### config.mk
export PLATFORM = sky130hd
export DESIGN_NAME = reg_file_sb_flat
export DESIGN_NICKNAME = d
export VERILOG_FILES = /design/src/rtl/reg_file_sb_if.sv /design/src/rtl/reg_file_sb.sv /design/src/flat_wrapper.sv
export SDC_FILE = /design/constraint.sdc
export NUM_CORES = 2
export LEC_CHECK = 0
export BUFFER_PORTS_ARGS = -buffer_cell sky130_fd_sc_hd__buf_2
export CAP_MARGIN = 10
export CORE_UTILIZATION = 40
export CTS_CLUSTER_DIAMETER = 60
export DETAILED_ROUTE_END_ITERATION = 7
export GPL_TIMING_DRIVEN = 0
export MAX_ROUTING_LAYER = met4
export PLACE_DENSITY = 0.63
export SLEW_MARGIN = 20
export SYNTH_ARGS = -nofsm -noshare
export SYNTH_HDL_FRONTEND = slang
export SYNTH_SLANG_ARGS = --single-unit
### constraint.sdc
create_clock -name cpu_clk -period 4.2 [get_ports cpu_clk]
set_input_delay 0.21 -clock cpu_clk [delete_from_list [all_inputs] [get_ports cpu_clk]]
set_output_delay 0.21 -clock cpu_clk [all_outputs]
set_load 0.01 [all_outputs]
### src/rtl/reg_file_sb_if.sv
// rtl/reg_file_sb_if.sv - decode-stage register file bus: read ports, writeback, issue and hazard signals
interface reg_file_sb_if #(
    parameter int XLEN  = 32,
    parameter int NREGS = 32,
    parameter int NRD   = 2
);
    localparam int AW = (NREGS > 1) ? $clog2(NREGS) : 1;

    logic [NRD*AW-1:0]   rs_addr;
    logic [NRD*XLEN-1:0] rs_data;
    logic [NRD-1:0]      rs_busy;
    logic                RegWEn;
    logic [AW-1:0]       rd;
    logic [XLEN-1:0]     mux_out;
    logic                issue_en;
    logic [AW-1:0]       issue_rd;
    logic                flush;
    logic                issue_waw;

    // Core side: decode/writeback/hazard logic drives addresses and commands.
    modport master (
        output rs_addr, RegWEn, rd, mux_out, issue_en, issue_rd, flush,
        input  rs_data, rs_busy, issue_waw
    );

    // Register file side.
    modport slave (
        input  rs_addr, RegWEn, rd, mux_out, issue_en, issue_rd, flush,
        output rs_data, rs_busy, issue_waw
    );
endinterface

### src/rtl/reg_file_sb.sv
// rtl/reg_file_sb.sv - integer register file with N read ports, write bypass and busy-bit scoreboard
module reg_file_sb #(
    parameter int XLEN     = 32,
    parameter int NREGS    = 32,
    parameter int NRD      = 2,
    parameter int ZERO_REG = 1,
    parameter int BYPASS   = 1
) (
    input  logic          cpu_clk,
    input  logic          cpu_rst_n,
    reg_file_sb_if.slave  bus
);
    localparam int AW = (NREGS > 1) ? $clog2(NREGS) : 1;
    localparam bit ZR = (ZERO_REG != 0);
    localparam bit BP = (BYPASS != 0);

    logic [XLEN-1:0]  regs_q [NREGS];
    logic [XLEN-1:0]  regs_d [NREGS];
    logic [NREGS-1:0] busy_q;
    logic [NREGS-1:0] busy_d;

    logic             wr_en;
    logic             iss_en;
    logic [AW-1:0]    rd_addr [NRD];

    logic [NRD*XLEN-1:0] rs_data_w;
    logic [NRD-1:0]      rs_busy_w;
    logic                issue_waw_w;

    // Writes and issues aimed at a hardwired r0 are dropped before they touch any state.
    always_comb begin
        wr_en  = bus.RegWEn   && !(ZR && (bus.rd == '0));
        iss_en = bus.issue_en && !(ZR && (bus.issue_rd == '0));
    end

    // Unpack the flat read-address bus into one address per port.
    for (genvar p = 0; p < NRD; p++) begin : g_addr
        assign rd_addr[p] = bus.rs_addr[p*AW +: AW];
    end

    // Next register contents: the single writeback port updates one entry.
    always_comb begin
        regs_d = regs_q;
        if (wr_en) begin
            regs_d[bus.rd] = bus.mux_out;
        end
    end

    // Next busy bits: flush beats issue, issue beats a same-cycle writeback of the same register.
    always_comb begin
        busy_d = busy_q;
        for (int r = 0; r < NREGS; r++) begin
            if (bus.flush) begin
                busy_d[r] = 1'b0;
            end else if (iss_en && (bus.issue_rd == AW'(r))) begin
                busy_d[r] = 1'b1;
            end else if (bus.RegWEn && (bus.rd == AW'(r))) begin
                busy_d[r] = 1'b0;
            end
        end
        if (ZR) begin
            busy_d[0] = 1'b0;
        end
    end

    // State registers; reset clears data and scoreboard at once, independent of the clock.
    always_ff @(posedge cpu_clk or negedge cpu_rst_n) begin
        if (!cpu_rst_n) begin
            for (int i = 0; i < NREGS; i++) begin
                regs_q[i] <= '0;
            end
            busy_q <= '0;
        end else begin
            regs_q <= regs_d;
            busy_q <= busy_d;
        end
    end

    // Read ports: r0 hardwired, then bypass of the in-flight writeback, then stored state.
    always_comb begin
        rs_data_w = '0;
        rs_busy_w = '0;
        for (int p = 0; p < NRD; p++) begin
            if (ZR && (rd_addr[p] == '0)) begin
                rs_data_w[p*XLEN +: XLEN] = '0;
                rs_busy_w[p]              = 1'b0;
            end else if (BP && wr_en && (bus.rd == rd_addr[p])) begin
                rs_data_w[p*XLEN +: XLEN] = bus.mux_out;
                rs_busy_w[p]              = 1'b0;
            end else begin
                rs_data_w[p*XLEN +: XLEN] = regs_q[rd_addr[p]];
                rs_busy_w[p]              = busy_q[rd_addr[p]];
            end
        end
    end

    // WAW: destination still owed a result, unless this very cycle's writeback retires it.
    always_comb begin
        issue_waw_w = bus.issue_en && busy_q[bus.issue_rd]
                      && !(bus.RegWEn && (bus.rd == bus.issue_rd));
        if (ZR && (bus.issue_rd == '0)) begin
            issue_waw_w = 1'b0;
        end
    end

    assign bus.rs_data   = rs_data_w;
    assign bus.rs_busy   = rs_busy_w;
    assign bus.issue_waw = issue_waw_w;
endmodule

### src/flat_wrapper.sv
// flat-port wrapper written by rule: the top's interface ports become plain ports
module reg_file_sb_flat 
#(
    parameter int XLEN     = 32,
    parameter int NREGS    = 32,
    parameter int NRD      = 2,
    parameter int ZERO_REG = 1,
    parameter int BYPASS   = 1
)
  (cpu_clk, cpu_rst_n, bus_rs_addr, bus_RegWEn, bus_rd, bus_mux_out, bus_issue_en, bus_issue_rd, bus_flush, bus_rs_data, bus_rs_busy, bus_issue_waw);
  reg_file_sb_if #(.XLEN(XLEN), .NREGS(NREGS), .NRD(NRD)) bus_i ();
  input  logic cpu_clk;
  input  logic cpu_rst_n;
  input wire logic [$bits(bus_i.rs_addr)-1:0] bus_rs_addr;
  input wire logic [$bits(bus_i.RegWEn)-1:0] bus_RegWEn;
  input wire logic [$bits(bus_i.rd)-1:0] bus_rd;
  input wire logic [$bits(bus_i.mux_out)-1:0] bus_mux_out;
  input wire logic [$bits(bus_i.issue_en)-1:0] bus_issue_en;
  input wire logic [$bits(bus_i.issue_rd)-1:0] bus_issue_rd;
  input wire logic [$bits(bus_i.flush)-1:0] bus_flush;
  output wire logic [$bits(bus_i.rs_data)-1:0] bus_rs_data;
  output wire logic [$bits(bus_i.rs_busy)-1:0] bus_rs_busy;
  output wire logic [$bits(bus_i.issue_waw)-1:0] bus_issue_waw;
  assign bus_i.rs_addr = bus_rs_addr;
  assign bus_i.RegWEn = bus_RegWEn;
  assign bus_i.rd = bus_rd;
  assign bus_i.mux_out = bus_mux_out;
  assign bus_i.issue_en = bus_issue_en;
  assign bus_i.issue_rd = bus_issue_rd;
  assign bus_i.flush = bus_flush;
  assign bus_rs_data = bus_i.rs_data;
  assign bus_rs_busy = bus_i.rs_busy;
  assign bus_issue_waw = bus_i.issue_waw;
  reg_file_sb #(.XLEN(XLEN), .NREGS(NREGS), .NRD(NRD), .ZERO_REG(ZERO_REG), .BYPASS(BYPASS)) u_core (.cpu_clk(cpu_clk), .cpu_rst_n(cpu_rst_n), .bus(bus_i));
endmodule
**Word level (Yosys, flattened, before mapping)**

Index checks and enable logic that the tools add are counted.

- Eq/ne operators: 65
- Reduce and logical (&&, ||, !) cells: 108
- Bitwise logic cells: 3
- Magnitude comparators: 7
- Mux-type cells: 117

Operators by type and width:

| cell | number |
|---|---|
| bitwise mux 1024 bit | 1 |
| binary-select mux 32 bit (select 5 bit) | 2 |
| two-way mux 32 bit | 9 |
| demux 32 bit (select 5 bit) | 1 |
| equality test 5 bit, second input constant | 32 |
| two-way mux 1 bit | 101 |
| nonzero test 3 bit | 31 |
| equality test 5 x 4 -> 1 bit, second input constant | 16 |
| logical AND 1 bit | 70 |
| equality test 5 x 3 -> 1 bit, second input constant | 8 |
| equality test 5 x 2 -> 1 bit, second input constant | 4 |
| zero test 5 bit | 4 |
| greater-or-equal comparator 6 bit, second input constant | 3 |
| < comparator 5 x 6 -> 1 bit, second input constant | 3 |
| inverter 5 -> 6 bit | 3 |
| binary-select mux 1 bit (select 5 bit) | 3 |
| equality test 5 bit | 3 |
| equality test 5 x 1 -> 1 bit, second input constant | 2 |
| < comparator 6 x 1 -> 1 bit, second input constant | 1 |
| zero test 1 bit | 3 |

- Word-level logic and storage cells: 363
- Output and inout port bits: 67
- Flip-flop bits (word level): 1055
- Bits of input ports: 57

**Depth between registers and ports, before layout**

- Depth in word-level cells: 6
- Depth in mapped cells: 10
- Depth with buffers taken out: 5

**Worst setup path before layout**

OpenSTA, ideal clock, no wires.

- Kind: input-to-output
- From: input port bus_rs_addr[1]
- To: output port bus_rs_data[14]
- Stages on the path: 6
- Required time: 3.990 ns
- Buffers on the path: 3
- Arrival: 2.065 ns
- Path slack: 1.925 ns
- Cells stage by stage: buf_2 -> buf_2 -> buf_1 -> mux4_2 -> mux4_2 -> a221o_1

- Cells in the longest elaborated chain, start to end: 6
- Elaborated cells between the ends (all ways): 9
- Those cells by class: eq/ne: 1; mux: 5; bitwise: 1; reduce/logical: 2

Ends and longest elaborated chain:

| item | line | source |
|---|---|---|
| start, declared | flat_wrapper.sv:14 | `input wire logic [$bits(bus_i.rs_addr)-1:0] bus_rs_addr;` |
| inverter 5 -> 6 bit (implied by the code) | reg_file_sb.sv:91 | `rs_data_w[p*XLEN +: XLEN] = regs_q[rd_addr[p]];` |
| binary-select mux 32 bit (select 5 bit) | reg_file_sb.sv:91 |  |
| two-way mux 32 bit (implied by the code) (2 in a row) | reg_file_sb.sv:91 |  |
| two-way mux 32 bit | reg_file_sb.sv:87 | `end else if (BP && wr_en && (bus.rd == rd_addr[p])) begin` |
| two-way mux 32 bit (*) | reg_file_sb.sv:84 | `if (ZR && (rd_addr[p] == '0)) begin` |
| end, declared | flat_wrapper.sv:21 | `output wire logic [$bits(bus_i.rs_data)-1:0] bus_rs_data;` |

Mark *: on every way between the ends. The rest lies on a longest branch, timed or not. The select of a mux whose other input is x is not followed.

**Worst setup path after layout**

- From: input port bus_rs_addr[8]
- To: output port bus_rs_data[49]

Same word-level chain as after synthesis.

==> impl_results.md <==
- Wire length of the first global-routing pass: 374.7 mm
- CTS tree: done
- Crit path required time: 3.99 ns
- Crit Path Max Fanout: 10
- Synthesis warning total: 0
- Summed negative setup slack over all endpoints: -1.573 ns
- CP Capture Type: output port
- Max_slew headroom: 0.06117
- Failing checks: setup timing
- DP HPWL: 183.4 mm
- Dpl ws: -0.2516 ns
- Overall power: 32.03 mW
- Max rail drop VDD: 0.3452 mV
- Area growth from synthesis to layout: 15.84%
- Register bit count reported by yosys: 1055
- Cell count after synthesis: 3891
- Share of post-route cells with drive strength above 1: 0.5074
- Final critical-path required period: 4.545 ns
- Worst reg2reg endpoint: u_core.busy_q[30]$_DFFE_PN0P_
- Multi-input logic area: 0.02905 sq mm
- GRT Residual Overflow: 0
- Starting utilization of the core area: 0.4045
- Top flip-flop cell by instance count after synthesis: sky130_fd_sc_hd__dfrtp_1
- Final layout net count: 4279
- Top-level port count: 124
- Portion of the clock cycle consumed by the worst path in the final layout: 1.082
- Clk root buf: sky130_fd_sc_hd__clkbuf_16
- Number of buffers between clock root and the deepest sink: 3
- Reg2reg path depth: 3
- Number of remaining DRC errors: 0
- Fraction of registers with async set or reset after synthesis: 1.000
- Seq/Total Area, Yosys: 0.4599
- Summed instance area of the synthesized netlist: 0.05741 sq mm
- Fin Clk Skew: 0 ns
- Class of the tightest hold or removal check: input port to async pin
- Core Region: 0.1419 sq mm
- Post-route worst hold slack: 0.001449 ns
- Synthesized net count: 3948
- Sequential cell area in the final layout: 0.02640 sq mm
- DRT antenna net count: 0
- Areal power density over the cells: 481.7 mW/mm^2
- Count of flip-flops with a built-in enable after synthesis: 0
- Hold violation total from the final report: 0
- Run status: finished, violations left
- Via count of the first global-routing pass: 42778
- Horizontal extent of the die: 380.8 um
- Worst Max-Slew Pin Slew: 1.403 ns
- Launch point of the worst path: bus_rs_addr[8]
- TritonCTS Sinks: 1055
- Layout Utilization: 0.4685
- Maximum clock rate: 0.2200 GHz
- Worst-Skew Late Latency: 0.76 ns
- R2R Path Start: u_core.busy_q[30]$_DFFE_PN0P_
- Most frequent standard cell in the layout excluding fill and tap cells: sky130_fd_sc_hd__dfrtp_1
- Critical path data arrival time: 4.34 ns
- # rows: 138
- Average vias per placed instance: 7.094
- Buffers on Ports: 111
- Overall via count from detail_route: 44410
- Element type at the critical path start: input port
- Kind of critical path: input port to output port
- Drt pass-1 iters: 7
- Routability cong.: 1.052
- Largest net degree at the start of global routing: 132
- Wirelength per Cell: 44.80 um
- Max-cap violations: 0
- Total clock buffers created by CTS: 130
- Number of antenna violations at the first check in global routing: 25
- Die Area: 0.1450 sq mm
- H-tree level count: 4
- Overall die height: 380.8 um
- Minimum setup slack among reg-to-reg paths: 2.84 ns
- Starting DRT DRC Count: 7800
- Overall fraction of global-route tracks in use: 0.3967
- Final routed wirelength across all metal layers: 280.4 mm
- Synth unique cells: 53
- Number of filler cells placed in the layout: 12630
- Post-Synthesis Mean Instance Area: 14.75 sq um
- Final Max Slew Viols: 0
- Commonest cells after routing, fill and taps aside: 1055 x sky130_fd_sc_hd__dfrtp_1, 988 x sky130_fd_sc_hd__mux2_2, 520 x sky130_fd_sc_hd__mux4_2
- Number of failing setup endpoints in the final timing report: 12
- Post-CTS Setup Repair Bufs: 0
- Final setup margin: -0.3452 ns
- CTS clock-pin slew for the worst setup and hold paths: 0.05 ns
- P_leak: 28.72 nW
-- registers in the layout, summed over array words and instances (netlist names) --
register,flops
u_core.busy_q,31
u_core.regs_q,1024
-- synth_stat cells (4+ instances only) --
library cell               instances  area share
sky130_fd_sc_hd__a211o_1           5     0.00076
sky130_fd_sc_hd__a211oi_1         23      0.0030
sky130_fd_sc_hd__a21o_1           11      0.0014
sky130_fd_sc_hd__a21oi_1          55      0.0048
sky130_fd_sc_hd__a221o_1          26      0.0045
sky130_fd_sc_hd__a221oi_1         34      0.0052
sky130_fd_sc_hd__a22o_1            6     0.00092
sky130_fd_sc_hd__a22oi_1          52      0.0068
sky130_fd_sc_hd__a31oi_1          12      0.0013
sky130_fd_sc_hd__buf_1            47      0.0031
sky130_fd_sc_hd__buf_2           115       0.010
sky130_fd_sc_hd__buf_4            23      0.0030
sky130_fd_sc_hd__buf_6            13      0.0026
sky130_fd_sc_hd__clkbuf_1        251       0.016
sky130_fd_sc_hd__dfrtp_1        1055        0.46
sky130_fd_sc_hd__inv_1             8     0.00052
sky130_fd_sc_hd__mux2_1           22      0.0043
sky130_fd_sc_hd__mux2_2          988        0.19
sky130_fd_sc_hd__mux2i_1         181       0.032
sky130_fd_sc_hd__mux4_2          520        0.20
sky130_fd_sc_hd__nand2_1          87      0.0057
sky130_fd_sc_hd__nand2b_1         21      0.0023
sky130_fd_sc_hd__nand3_1          24      0.0021
sky130_fd_sc_hd__nand4_1           8     0.00087
sky130_fd_sc_hd__nor2_1           70      0.0046
sky130_fd_sc_hd__nor2b_1          38      0.0041
sky130_fd_sc_hd__nor3_1           15      0.0013
sky130_fd_sc_hd__o211a_1          12      0.0021
sky130_fd_sc_hd__o211ai_1         18      0.0024
sky130_fd_sc_hd__o21ai_0          85      0.0074
sky130_fd_sc_hd__o221ai_1          4     0.00061
sky130_fd_sc_hd__o31ai_1           8      0.0010
sky130_fd_sc_hd__or2_2             7     0.00076
sky130_fd_sc_hd__xnor2_1          15      0.0023
-- metal layers --
| layer | wire length [um] | GRT usage |
|---|---|---|
| met2 | 114400 | 0.5196 |
| met5 | 0 | - |
| met1 | 97310 | 0.4654 |
| met3 | 44200 | 0.1955 |
| met4 | 24460 | 0.2900 |
-- cells by family (layout without fill, tap and decap cells) --
group	after synthesis	in the layout	synth area share
simple gates	285	285	0.02369
compound gates	367	367	0.04481
xor+xnor	15	15	0.002289
buf+inv	458	887	0.03566
other cells	0	50	0
flops	1055	1055	0.4599
mux	1711	1711	0.4337
-- worst max-delay path by stage --
| stage | to | slack [ns] | cells after the start |
|---|---|---|---|
| after floorplan | bus_rs_data[14] | 1.92 | 6 |
| after global placement | u_core.regs_q[482]$_DFFE_PN0P_ | -20.91 | 1 |
| after detailed placement | bus_rs_data[26] | -0.25 | 11 |
| after CTS | bus_rs_data[49] | 0.03 | 8 |
| after global routing | bus_rs_data[37] | -0.007 | 10 |
| final | bus_rs_data[49] | -0.35 | 8 |
-- area by class of cell --
type                    instances  share of cell area
multi-input cells            2378              0.4369
flip-flops and latches       1055              0.3970
clock buffers                 174             0.05490
well taps                    1890             0.03556
plain buffers                 448             0.03293
repair buffers                200             0.03170
clock inverters                56            0.008599
diodes                         50            0.001882
inverters                       9           0.0005080
-- where the power goes --
group,internal (mW),switching (mW)
clock network,6.57,4.87
logic,3.79,3.34
registers,12.0,1.41
total,22.4,9.62
-- timing repair --
item | 4_1_cts | 5_1_grt
hold buffers | 39 | 0
hold endpoints to repair | 428 | 0
endpoints found under the setup margin | 20 | 3
resized for setup | 3 | 4
-- stage by stage --
stage / cells / area (sq um)
final: 6260 / 66500
after CTS: 6211 / 66350
after global placement: 5892 / 60330
after global routing: 6239 / 66450
after detailed placement: 5942 / 61730
after floorplan: 3891 / 57410
-- worst max-delay path: stages --
cell and delay (ns):
sky130_fd_sc_hd__buf_2 0.19, sky130_fd_sc_hd__clkbuf_1 0.66, sky130_fd_sc_hd__clkbuf_2 0.70, sky130_fd_sc_hd__buf_2 0.63
sky130_fd_sc_hd__buf_2 0.70, sky130_fd_sc_hd__a311oi_1 0.27, sky130_fd_sc_hd__o31ai_1 0.69, sky130_fd_sc_hd__buf_2 0.26
Note: power is estimated with default switching activity, not from simulation.
